--- src/rtl/lfu_pkg.sv ---
// Shared constants and helpers for the LFU replacement controller family.
package lfu_pkg;

  localparam int LFU_NUM_ENT_DEF = 4;
  localparam int LFU_CNT_W_DEF   = 4;
  localparam int LFU_FF_DLY_DEF  = 1;

  // Counter value after reset, and the value a freshly loaded entry starts at.
  localparam int LFU_CNT_RST  = 0;
  localparam int LFU_CNT_LOAD = 1;

  // Saturation point of a CNT_W-bit use counter.
  function automatic int LFU_CNT_MAX(input int cnt_w);
    return (1 << cnt_w) - 1;
  endfunction

endpackage

--- src/rtl/lfu_argmin.sv ---
// Combinational arg-min over NUM_ENT packed counters. Binary compare tree,
// padded to a power of two; padding leaves are invalid and never win.
// Ties go to the left (lower-index) subtree.
module lfu_argmin #(
  parameter int NUM_ENT = 4,
  parameter int CNT_W   = 4,
  parameter int IDX_W   = $clog2(NUM_ENT)
) (
  input  logic [NUM_ENT*CNT_W-1:0] cnt_flat,
  output logic [IDX_W-1:0]         min_idx
);

  localparam int LVLS = $clog2(NUM_ENT);
  localparam int P    = 1 << LVLS;

  // Heap-ordered tree: node i has children 2i and 2i+1, leaves at P..2P-1.
  logic [CNT_W-1:0] n_val [1:2*P-1];
  logic [IDX_W-1:0] n_idx [1:2*P-1];
  logic [2*P-1:2]   n_vld;

  for (genvar j = 0; j < P; j++) begin : g_leaf
    if (j < NUM_ENT) begin : g_real
      assign n_val[P+j] = cnt_flat[j*CNT_W +: CNT_W];
      assign n_vld[P+j] = 1'b1;
    end else begin : g_pad
      assign n_val[P+j] = '0;
      assign n_vld[P+j] = 1'b0;
    end
    assign n_idx[P+j] = IDX_W'(j);
  end

  for (genvar i = 1; i < P; i++) begin : g_node
    logic take_r;
    // Right child wins only when strictly smaller, keeping the lowest index on ties.
    assign take_r   = n_vld[2*i+1] && (!n_vld[2*i] || (n_val[2*i+1] < n_val[2*i]));
    assign n_val[i] = take_r ? n_val[2*i+1] : n_val[2*i];
    assign n_idx[i] = take_r ? n_idx[2*i+1] : n_idx[2*i];
    if (i > 1) begin : g_vld
      assign n_vld[i] = n_vld[2*i] | n_vld[2*i+1];
    end
  end

  assign min_idx = n_idx[1];

endmodule

--- src/rtl/lfu_repl_ctrl.sv ---
// LFU replacement controller: per-entry saturating use counters with
// halving on saturation, victim = least-used entry, reloaded on replacement.
module lfu_repl_ctrl
  import lfu_pkg::*;
#(
  parameter int NUM_ENT = LFU_NUM_ENT_DEF,
  parameter int CNT_W   = LFU_CNT_W_DEF,
  parameter int IDX_W   = $clog2(NUM_ENT),
  parameter int FF_DLY  = LFU_FF_DLY_DEF
) (
  input  logic             clk,
  input  logic             rst_n,
  input  logic             ref_vld,
  input  logic [IDX_W-1:0] ref_idx,
  input  logic             new_buf_req,
  output logic             repl_vld,
  output logic [IDX_W-1:0] buf_num_replc,
  output logic             age_pulse
);

  localparam logic [CNT_W-1:0] CNT_MAX     = CNT_W'(LFU_CNT_MAX(CNT_W));
  localparam logic [CNT_W-1:0] CNT_AGE_REF = (CNT_MAX >> 1) + CNT_W'(1);
  localparam logic [CNT_W-1:0] CNT_RST     = CNT_W'(LFU_CNT_RST);
  localparam logic [CNT_W-1:0] CNT_LOAD    = CNT_W'(LFU_CNT_LOAD);

  // FF_DLY is accepted for drop-in compatibility with delay-annotated
  // siblings; this RTL carries no delays. Reject nonsensical overrides early.
  if (FF_DLY < 0 || IDX_W != $clog2(NUM_ENT) || NUM_ENT < 2 || NUM_ENT > 32) begin : g_bad_param
    $error("lfu_repl_ctrl: illegal parameter combination");
  end

  logic [CNT_W-1:0]         cnt_q [NUM_ENT];
  logic [CNT_W-1:0]         cnt_d [NUM_ENT];
  logic [NUM_ENT*CNT_W-1:0] cnt_flat;
  logic [IDX_W-1:0]         victim;
  logic                     age_hit;

  // Pack the registered counts for the arg-min tree.
  always_comb begin
    cnt_flat = '0;
    for (int i = 0; i < NUM_ENT; i++) begin
      cnt_flat[i*CNT_W +: CNT_W] = cnt_q[i];
    end
  end

  lfu_argmin #(
    .NUM_ENT (NUM_ENT),
    .CNT_W   (CNT_W),
    .IDX_W   (IDX_W)
  ) u_argmin (
    .cnt_flat (cnt_flat),
    .min_idx  (victim)
  );

  // Aging fires when a valid reference hits a saturated counter; out-of-range
  // indices never match any entry, so they are ignored here and below.
  always_comb begin
    age_hit = 1'b0;
    for (int i = 0; i < NUM_ENT; i++) begin
      if (ref_vld && (ref_idx == IDX_W'(i)) && (cnt_q[i] == CNT_MAX)) begin
        age_hit = 1'b1;
      end
    end
  end

  // Next counts: halve on aging, then apply the reference, then let the
  // replacement reload override whatever happened to the victim.
  always_comb begin
    for (int i = 0; i < NUM_ENT; i++) begin
      cnt_d[i] = cnt_q[i];
      if (age_hit) begin
        cnt_d[i] = cnt_q[i] >> 1;
      end
      if (ref_vld && (ref_idx == IDX_W'(i))) begin
        cnt_d[i] = age_hit ? CNT_AGE_REF : cnt_q[i] + CNT_W'(1);
      end
      if (new_buf_req && (victim == IDX_W'(i))) begin
        cnt_d[i] = CNT_LOAD;
      end
    end
  end

  // Counter array.
  always_ff @(posedge clk or negedge rst_n) begin
    if (!rst_n) begin
      for (int i = 0; i < NUM_ENT; i++) begin
        cnt_q[i] <= CNT_RST;
      end
    end else begin
      for (int i = 0; i < NUM_ENT; i++) begin
        cnt_q[i] <= cnt_d[i];
      end
    end
  end

  // Output registers: victim pulse with held index, and the aging strobe.
  always_ff @(posedge clk or negedge rst_n) begin
    if (!rst_n) begin
      repl_vld      <= 1'b0;
      buf_num_replc <= '0;
      age_pulse     <= 1'b0;
    end else begin
      repl_vld  <= new_buf_req;
      age_pulse <= age_hit;
      if (new_buf_req) begin
        buf_num_replc <= victim;
      end
    end
  end

endmodule

--- config.mk ---
export PLATFORM = sky130hd
export DESIGN_NAME = lfu_repl_ctrl
export DESIGN_NICKNAME = d
export VERILOG_FILES = /design/src/rtl/lfu_pkg.sv /design/src/rtl/lfu_argmin.sv /design/src/rtl/lfu_repl_ctrl.sv
export SDC_FILE = /design/constraint.sdc
export NUM_CORES = 1
export LEC_CHECK = 0
export CAP_MARGIN = 15
export CORE_AREA = 3 3 58 60
export CTS_BUF_LIST = sky130_fd_sc_hd__clkbuf_8 sky130_fd_sc_hd__clkbuf_16
export CTS_CLUSTER_DIAMETER = 40
export DETAILED_ROUTE_END_ITERATION = 7
export DIE_AREA = 0 0 61 63
export GPL_ROUTABILITY_DRIVEN = 0
export GPL_TIMING_DRIVEN = 0
export PLACE_DENSITY = 0.73
export SYNTH_ARGS = -nofsm -noshare
export SYNTH_HDL_FRONTEND = slang
export SYNTH_SLANG_ARGS = --single-unit
--- constraint.sdc ---
create_clock -name clk -period 3.95 [get_ports clk]
set_input_delay 1.185 -clock clk [delete_from_list [all_inputs] [get_ports clk]]
set_output_delay 1.185 -clock clk [all_outputs]
set_load 0.03 [all_outputs]
==> results of run 1 <==
[synth_stat cells (all sizes together), types with 2 or more instances]
library cell  instances
ha                   15
or3                   4
nor2                 20
and3                  6
a2111oi               2
nand2b                5
nor3b                 2
inv                  11
nand2                19
a21o                  4
nor3                  6
a21oi                14
o221ai                3
o211ai                3
nand3b                4
o21a                  2
mux2                  2
buf                   4
mux2i                 3
o31a                  6
dfrtp                20
nand3                 9
o21ai                10
[worst max path at each step]
stage | endpoint | slack [ps]
finish | cnt_flat[12]$_DFFE_PN0P_ | 240
CTS | cnt_flat[12]$_DFFE_PN0P_ | 180
global placement | cnt_flat[12]$_DFFE_PN0P_ | 390
global route | cnt_flat[12]$_DFFE_PN0P_ | 100
floorplan | cnt_flat[12]$_DFFE_PN0P_ | 890
detailed placement | cnt_flat[12]$_DFFE_PN0P_ | 200
[layout by cell type, fill, tap and decap left out, types with 5 or more instances in the layout]
master           instances
ha_1                    15
nor3_1                   6
nand2_1                 19
o31a_1                   6
nand2b_1                 5
inv_1                   11
and3_1                   6
nor2_1                  18
nand3_1                  9
dfrtp_1                 20
clkdlybuf4s50_1          9
a21oi_1                 14
o21ai_0                 10
[state kept, by name (all words and copies together) (netlist names)]
name           count
buf_num_replc      2
age_pulse          1
cnt_flat          16
repl_vld           1
[layer usage]
layer / track usage [%] / wire [um] / share of wire (%) / up-vias
met2: 37.03 / 2019 / 54 / 30
met5: 0 / 0 / 0 / -
met1: 29.49 / 1557 / 42 / 673
li1: - / - / - / 695
met4: 5.691 / 42 / 1.1 / 0
met3: 2.479 / 105 / 2.8 / 5
[critical path, delay by kind of cell, from the launching register on]
kind / cells / cell delay [ps]
simple gates: 2 / 320
compound gates: 7 / 2000
buf+inv: 2 / 190
flops: 1 / 390
fa+ha+maj: 2 / 710
[logic make-up after synthesis]
| group | Yosys count | share of synthesized area [%] |
|---|---|---|
| AO/OA/AOI/OAI | 49 | 20.60 |
| XOR/XNOR | 1 | 0.5548 |
| adder cells (fa/ha/maj) | 15 | 11.89 |
| buffers and inverters | 15 | 5.626 |
| AND/OR/NAND/NOR | 79 | 26.07 |
| multiplexers | 5 | 3.566 |
| flip-flops | 20 | 31.70 |
[power breakdown]
group / leakage [nW] / internal (mW) / total (mW) / switching [mW]
Combinational: 0.514 / 0.315 / 0.722 / 0.407
Clock: 0.0216 / 0.0680 / 0.136 / 0.0679
Sequential: 0.257 / 0.273 / 0.362 / 0.0887
[area by class of cell]
class / instances / area [sq um] / area share (%)
clock buffers: 3 / 41.29 / 2.347
plain buffers: 4 / 47.55 / 2.703
multi-input cells: 149 / 997.2 / 56.69
flip-flops and latches: 20 / 500.5 / 28.45
inverters: 11 / 41.29 / 2.347
well taps: 33 / 41.29 / 2.347
repair buffers: 9 / 90.09 / 5.121
[metrics by stage]
stage	setup slack [ps]	total power, mW	cell area, sq um	hold slack [ps]	instances
4_1_cts	177.6	1.205	1752	536.6	229
3_5_place_dp	196.6	1.064	1710	516.9	226
6_report	237.9	1.219	1759	531.1	229
2_1_floorplan	888.0	0.8686	1579	564.4	184
5_1_grt	101.3	1.332	1759	569.1	229
3_3_place_gp	390.5	1.026	1710	488.7	226
[what timing repair did]
action	4_1_cts	5_1_grt
hold buffers	0	0
gates resized for setup	0	1
endpoints found under the setup margin	0	4
==> flow_summary.json, run 1 <==
{
  "path_clk_slew_ps": 80,
  "drive_above_1_share_pct": 8.163,
  "grt_pass1_vias": 1374,
  "hold_start": "buf_num_replc[0]$_DFFE_PN0P_",
  "power_density_nw_per_um2": 693.1,
  "finalCriticalPeriod_ps": 3712,
  "grt_use_total_pct": 22.09,
  "grt_max_degree": 21,
  "post-route-util_pct": 59.08,
  "worstHoldPathType": "reg -> reg",
  "core-area_sq_um": 2978,
  "setup_viol": 0,
  "worst-path-max-fanout": 6,
  "start_util_pct": 53.03,
  "crit_type": "reg -> reg",
  "yosys-top-cells-area": "dfrtp_1 32%, ha_1 12%, nand2_1 4.5%",
  "fill_cells": 262,
  "nNetsFinal": 219,
  "crit-reg2reg-launch": "cnt_flat[10]$_DFFE_PN0P_",
  "critPathArrivalTime_ps": 3860,
  "max_freq_mhz": 269.4,
  "startpoint_type": "flop",
  "setup-tns-final_ps": 0,
  "htreeDepth": 1,
  "wire_per_inst_um": 16.26,
  "cts_sinks": 20,
  "crit_slowest_cell": "a2111oi_0",
  "yosysSeqAreaShare_pct": 31.70,
  "relSlewSlack_pct": 36.22,
  "critPathMaxStageDelay_ps": 500,
  "wirelength_um": 3723,
  "io_buffers": 9,
  "cp_cell_sequence": "inv_1 -> ha_1 -> a21o_1 -> a21o_1 -> a41oi_2 -> o21ai_0 -> ha_1 -> inv_1 -> a2111oi_0 -> nor3_1 -> a21oi_1 -> nor3b_1 -> a221o_1",
  "max_cap_violations": 0,
  "cts_buffer_depth": 2,
  "synth_nets": 205,
  "reg2regPathDepth": 13,
  "dieArea_sq_um": 3843,
  "clk_latency_ps": 260,
  "endpoint_kind": "flop",
  "rrSetupSlack_ps": 240,
  "ys_ff_latch": 20,
  "crit_start": "cnt_flat[10]$_DFFE_PN0P_",
  "holdPathEnd": "buf_num_replc[0]$_DFFE_PN0P_",
  "cts_setup_buffers": 0,
  "synth_cell_types": 39,
  "skew_ps": 5.852,
  "syn_inst": 184,
  "whs_path_depth": 2,
  "diodes": 0,
  "antenna_found_initial": 0,
  "ios": 10,
  "synthesis.area_sq_um": 1579,
  "synth_top_cell_by_area": "dfrtp_1",
  "p_leak_nw": 0.7924,
  "overflow": 0,
  "root_buffer": "clkbuf_8",
  "viasPerCell": 6.127,
  "drtIter0Drc": 153,
  "hold_violations": 0,
  "period_share_pct": 93.98,
  "synth-edff-count": 0,
  "syn_to_final_growth_pct": 11.41,
  "die_w_um": 61,
  "drtPass1Iterations": 5,
  "syn_area_per_cell_sq_um": 8.582,
  "crit_required_ps": 4100,
  "vias": 1403,
  "slew_violations": 0,
  "status": "finished, final reports clean",
  "yosysWarningCount": 0,
  "drc": 0,
  "worst_pin_slew_ps": 953.7,
  "yosysTopAreaCellShare_pct": 31.70,
  "dp_hpwl_um": 2807,
  "rsz0062_at_grt": "false",
  "ant_nets": 0,
  "synth_top_flop_cell": "dfrtp_1",
  "irDropWorstVdd_mv": 0.4372,
  "die_h_um": 63,
  "cts_tree": "yes",
  "rr_endpoint": "cnt_flat[12]$_DFFE_PN0P_",
  "numCtsBuffers": 3,
  "async_flop_share_pct": 100.0,
  "std_cell_rows": 20,
  "grt_pass1_wl_um": 6486
}
(Power assumes the default switching activity.)
==> run 2: changes to the inputs <==
--- a/config.mk
+++ b/config.mk
@@ -6,14 +6,13 @@
 export NUM_CORES = 1
 export LEC_CHECK = 0
 export CAP_MARGIN = 15
-export CORE_AREA = 3 3 58 60
+export CORE_AREA = 3 3 64 66
 export CTS_BUF_LIST = sky130_fd_sc_hd__clkbuf_8 sky130_fd_sc_hd__clkbuf_16
 export CTS_CLUSTER_DIAMETER = 40
 export DETAILED_ROUTE_END_ITERATION = 7
-export DIE_AREA = 0 0 61 63
+export DIE_AREA = 0 0 67 69
 export GPL_ROUTABILITY_DRIVEN = 0
 export GPL_TIMING_DRIVEN = 0
-export PLACE_DENSITY = 0.73
 export SYNTH_ARGS = -nofsm -noshare
 export SYNTH_HDL_FRONTEND = slang
 export SYNTH_SLANG_ARGS = --single-unit
==> run 2 against run 1 <==
  * Die area up 20%
  * Sequential share of layout area is 0.24 points lower
  * Clock skew down 1.7 ps
  * Critical endpoint is now buf_num_replc[0]$_DFFE_PN0P_
  * Non-clock buffer count is the same
  * Global-route usage down 3.9 points
  * Hold slack lost 21 ps
  * Clock-buffer cell count is the same
==> flow_summary.json, run 2 (synthesis results as in run 1) <==
{
  "status": "finished, final reports clean",
  "start_util_pct": 43.46,
  "root_buffer": "clkbuf_8",
  "clkPwrFrac_pct": 11.0,
  "relSlewSlack_pct": 37.89,
  "crit_required_ps": 4140,
  "cp_cell_sequence": "inv_1 -> ha_1 -> a21o_1 -> a21o_1 -> a41oi_1 -> o21ai_0 -> ha_1 -> inv_1 -> a2111oi_0 -> nor3_1 -> a21oi_2 -> nor3b_1 -> nand3b_1",
  "drive_above_1_share_pct": 8.163,
  "hold_violations": 0,
  "finalCriticalPeriod_ps": 3626,
  "rsz0062_at_grt": "false",
  "cts_hold_buf": 0,
  "drc": 0,
  "cts_sinks": 20,
  "ios": 10,
  "ant_nets": 0,
  "largest_register_ffs": 16,
  "worst-path-max-fanout": 6,
  "slew_violations": 0,
  "core-area_sq_um": 3633,
  "critPathArrivalTime_ps": 3820,
  "worstHoldPathType": "reg -> reg",
  "dieArea_sq_um": 4623,
  "skew_ps": 4.180,
  "crit_type": "reg -> reg",
  "max_freq_mhz": 275.8,
  "grt_pass1_vias": 1416,
  "startpoint_type": "flop",
  "endpoint_kind": "flop",
  "dp_hpwl_um": 2895,
  "max_cap_violations": 0,
  "grt_max_degree": 21,
  "ctsResizeCount": 0,
  "crit_slowest_cell": "nor3b_1",
  "cts_buffer_depth": 2,
  "dp_slack_ps": 275.0,
  "numCtsBuffers": 3,
  "drtIter0Drc": 106,
  "path_clk_slew_ps": 70,
  "clk_latency_ps": 260,
  "cts_setup_buffers": 0,
  "antenna_found_initial": 0,
  "period_share_pct": 91.80,
  "p_comb_share_pct": 59.1,
  "rrSetupSlack_ps": 320,
  "io_buffers": 9,
  "vias": 1390,
  "die_h_um": 69,
  "grt_pass1_wl_um": 6555,
  "overflow": 0,
  "die_w_um": 67,
  "htreeDepth": 1,
  "power_density_nw_per_um2": 690.9,
  "critPathMaxStageDelay_ps": 630,
  "grt_use_total_pct": 18.19,
  "p_switching_uw": 570.5,
  "nNetsFinal": 219,
  "switching_share_pct": 46.55,
  "std_cell_rows": 22,
  "p_leak_nw": 0.7922,
  "cts_tree": "yes",
  "viasPerCell": 5.697,
  "layout_common_cells": "20 x dfrtp_1, 19 x nand2_1, 18 x nor2_1",
  "syn_to_final_growth_pct": 12.36,
  "setup_viol": 0,
  "wirelength_um": 3807,
  "worst_pin_slew_ps": 928.7,
  "drtPass1Iterations": 4,
  "setup-tns-final_ps": 0,
  "wire_per_inst_um": 15.60,
  "final_common_cell": "dfrtp_1",
  "p_seq_share_pct": 29.9,
  "diodes": 0,
  "intPower_uw": 655.2,
  "worst_hold_slack_ps": 509.8,
  "fin_ws_ps": 324.0,
  "irDropWorstVdd_mv": 0.4201
}
-- run 2: cell counts in the layout (fill, tap and decap cells not counted) --
No cell type changed its count.
-- run 2: path summary, 6_finish.rpt --
check	startpoint	end	depth (start not counted)
setup / recovery	cnt_flat[10]$_DFFE_PN0P_	buf_num_replc[0]$_DFFE_PN0P_	13
hold / removal	buf_num_replc[0]$_DFFE_PN0P_	buf_num_replc[0]$_DFFE_PN0P_	2
setup reg to reg	cnt_flat[10]$_DFFE_PN0P_	buf_num_replc[0]$_DFFE_PN0P_	13
hold reg to reg	buf_num_replc[0]$_DFFE_PN0P_	buf_num_replc[0]$_DFFE_PN0P_	2
max in group asynchronous	rst_n	cnt_flat[14]$_DFFE_PN0P_	1
min in group asynchronous	rst_n	cnt_flat[11]$_DFFE_PN0P_	1
-- run 2: layout make-up --
type                    instances  area [sq um]
plain buffers                   4         47.55
clock buffers                   3         41.29
fillers                       384          1859
inverters                      11         41.29
multi-input cells             149         993.5
flip-flops and latches         20         500.5
well taps                      48         60.06
repair buffers                  9         90.09
-- run 2: stage by stage --
stage | total power [mW] | instance area [sq um] | std cells | utilization, %
detailed placement | 1.071 | 1729 | 241 | 47.59
global placement | 1.037 | 1729 | 241 | 47.59
floorplan | 0.8686 | 1579 | 184 | -
CTS | 1.209 | 1770 | 244 | 48.73
finish | 1.226 | 1774 | 244 | 48.83
global route | 1.340 | 1774 | 244 | 48.83
-- run 2: critical path, delay by kind of cell (launching register included) --
kind	cells	cell delay, ps
AO/OA/AOI/OAI	6	1140
adder cells (fa/ha/maj)	2	650
buffers and inverters	2	240
flip-flops	1	410
AND/OR/NAND/NOR	3	1100
-- run 2: power by group through the flow --
stage	logic (mW)	registers, mW	clock network, mW
after global routing	0.819	0.377	0.144
after floorplan	0.509	0.360	0
after CTS	0.708	0.364	0.138
after detailed placement	0.703	0.368	0
after global placement	0.675	0.362	0
final	0.724	0.367	0.134
-- run 2: per-layer routing --
layer	share of wire [%]	GRT usage, %
met5	0	0
met3	2.4	2.117
met4	2.0	8.333
met1	46	24.16
met2	49	28.93
==> run 3: changes to the inputs <==
--- a/config.mk
+++ b/config.mk
@@ -13,6 +13,7 @@
 export DIE_AREA = 0 0 67 69
 export GPL_ROUTABILITY_DRIVEN = 0
 export GPL_TIMING_DRIVEN = 0
+export SKIP_CTS_REPAIR_TIMING = 1
 export SYNTH_ARGS = -nofsm -noshare
 export SYNTH_HDL_FRONTEND = slang
 export SYNTH_SLANG_ARGS = --single-unit
==> constraint.sdc (replaced) <==
create_clock -name clk -period 3.8 [get_ports clk]
set_input_delay 1.14 -clock clk [delete_from_list [all_inputs] [get_ports clk]]
set_output_delay 1.14 -clock clk [all_outputs]
set_load 0.03 [all_outputs]
==> run 3 against run 2 <==
  * Register-to-register slack improved by 40 ps
  * Clock skew about the same
  * Sequential share of layout area fell by 0.20 points
  * Cell count is the same
  * Clock power up 4%
  * Cell area up 0.71%
  * Sequential power up 4%
  * Clock-buffer cell count unchanged
  * First-iteration DRC count down 7.5%
  * Combinational power is 7.0% higher
  * Die area unchanged
  * Via count shrank 0.58%
==> flow_summary.json, run 3 (synthesis results as in run 1) <==
{
  "whs_path_depth": 2,
  "p_seq_share_pct": 29.3,
  "viasPerCell": 5.664,
  "stdcell_area_sq_um": 1787,
  "fill_cells": 383,
  "grt_max_degree": 21,
  "multi_input_area_sq_um": 1006,
  "irDropWorstVdd_mv": 0.4426,
  "drc": 0,
  "grt_use_total_pct": 18.19,
  "core-area_sq_um": 3633,
  "nNetsFinal": 219,
  "cts_sinks": 20,
  "p_switching_uw": 602.8,
  "dr_wl_met3_um": 93,
  "std_cell_rows": 22,
  "critPathMaxStageDelay_ps": 390,
  "dp_hpwl_um": 2895,
  "rrSetupSlack_ps": 370,
  "worst-path-max-fanout": 6,
  "dpl_cell_area_sq_um": 1729,
  "critPathArrivalTime_ps": 3580,
  "hold_violations": 0,
  "layout_common_cells": "20 x dfrtp_1, 19 x nand2_1, 18 x nor2_1",
  "diodes": 0,
  "wl_met2_um": 1889,
  "drive_above_1_share_pct": 9.184,
  "crit_type": "reg -> reg",
  "crit_slowest_cell": "dfrtp_1",
  "startpoint_type": "flop",
  "worstHoldPathType": "reg -> reg",
  "dr.max_layer_used": "met4",
  "register_area_sq_um": 500.5,
  "relSlewSlack_pct": 37.97,
  "cp_cell_sequence": "inv_1 -> ha_1 -> a21o_1 -> a21o_1 -> a41oi_2 -> o21ai_0 -> ha_1 -> inv_1 -> a2111oi_0 -> nor3_1 -> a21oi_2 -> o211ai_1 -> o31a_1",
  "setup_viol": 0,
  "grt_pass1_vias": 1416,
  "wirelength_um": 3813,
  "io_buffers": 9,
  "start_util_pct": 43.46,
  "final_common_cell": "dfrtp_1",
  "skew_ps": 4.022,
  "drtPass1Iterations": 4,
  "path_clk_slew_ps": 70,
  "intPower_uw": 692.1,
  "status": "finished, final reports clean",
  "post-route-util_pct": 49.17,
  "p_leak_nw": 0.7945,
  "largest_register_ffs": 16,
  "setup-tns-final_ps": 0,
  "max_cap_violations": 0,
  "endpoint_kind": "flop",
  "ant_nets": 0,
  "crit_required_ps": 3950,
  "wire_per_inst_um": 15.63,
  "clkPwrFrac_pct": 10.8,
  "vias": 1382,
  "max_freq_mhz": 291.3,
  "reg2regPathDepth": 13,
  "ios": 10,
  "grt_pass1_wl_um": 6555,
  "p_total_mw": 1.295,
  "slew_violations": 0,
  "drtIter0Drc": 98,
  "cts_tree": "yes",
  "worst_pin_slew_ps": 927.6,
  "clk_latency_ps": 260,
  "cts_buffer_depth": 2,
  "overflow": 0,
  "p_comb_share_pct": 59.8,
  "antenna_found_initial": 0,
  "rsz0062_at_grt": "false",
  "die_w_um": 67,
  "numCtsBuffers": 3,
  "routedLengthMet1_um": 1754,
  "finalCriticalPeriod_ps": 3433,
  "root_buffer": "clkbuf_8",
  "switching_share_pct": 46.55,
  "die_h_um": 69,
  "syn_to_final_growth_pct": 13.15,
  "dieArea_sq_um": 4623,
  "period_share_pct": 90.35,
  "power_density_nw_per_um2": 724.7,
  "htreeDepth": 1
}
## run 3: cell counts in the layout (fill, tap and decap cells not counted)
Identical to the previous run, type by type.
## run 3: power by group through the flow
stage | clock [mW] | combinational [mW] | sequential [mW]
6_report | 0.140 | 0.775 | 0.380
3_5_place_dp | 0 | 0.731 | 0.382
2_1_floorplan | 0 | 0.529 | 0.374
4_1_cts | 0.143 | 0.736 | 0.378
3_3_place_gp | 0 | 0.701 | 0.376
5_1_grt | 0.150 | 0.871 | 0.392
## run 3: worst max-delay path, delay by kind of cell, from the launching register on
kind,cells,cell delay [ps]
and+or+nand+nor,1,130
DFF,1,390
buffers and inverters,2,180
adders and majority gates,2,700
AOI/OAI and AO/OA,8,1900
## run 3: path summary, 6_finish.rpt
path / from / endpoint
max reg2reg: cnt_flat[10]$_DFFE_PN0P_ / cnt_flat[6]$_DFFE_PN0P_
min in group asynchronous: rst_n / cnt_flat[11]$_DFFE_PN0P_
max in group asynchronous: rst_n / cnt_flat[14]$_DFFE_PN0P_
max: cnt_flat[10]$_DFFE_PN0P_ / cnt_flat[6]$_DFFE_PN0P_
min reg2reg: buf_num_replc[0]$_DFFE_PN0P_ / buf_num_replc[0]$_DFFE_PN0P_
min: buf_num_replc[0]$_DFFE_PN0P_ / buf_num_replc[0]$_DFFE_PN0P_
## run 3: area by class of cell
cell class                 instances  area share [%]
timing repair buffer               9           5.042
clock buffer                       3           2.311
tap                               48           3.361
multi-input combinational        149           56.30
sequential                        20           28.01
inverter                          11           2.311
buffer                             4           2.661
## run 3: through the flow
stage / cells / hold slack [ps] / worst slack (ps)
after floorplan: 184 / 564.4 / 738.0
after global routing: 244 / 556.0 / 59.98
after detailed placement: 241 / 486.6 / 125.0
after CTS: 244 / 506.5 / 111.6
final: 244 / 508.7 / 366.6
after global placement: 241 / 490.3 / 168.7
## run 3: metal layers
layer,GRT usage (%),vias up
li1,-,691
met1,24.16,656
met2,28.93,28
met3,2.117,7
met4,8.333,0
met5,0,-
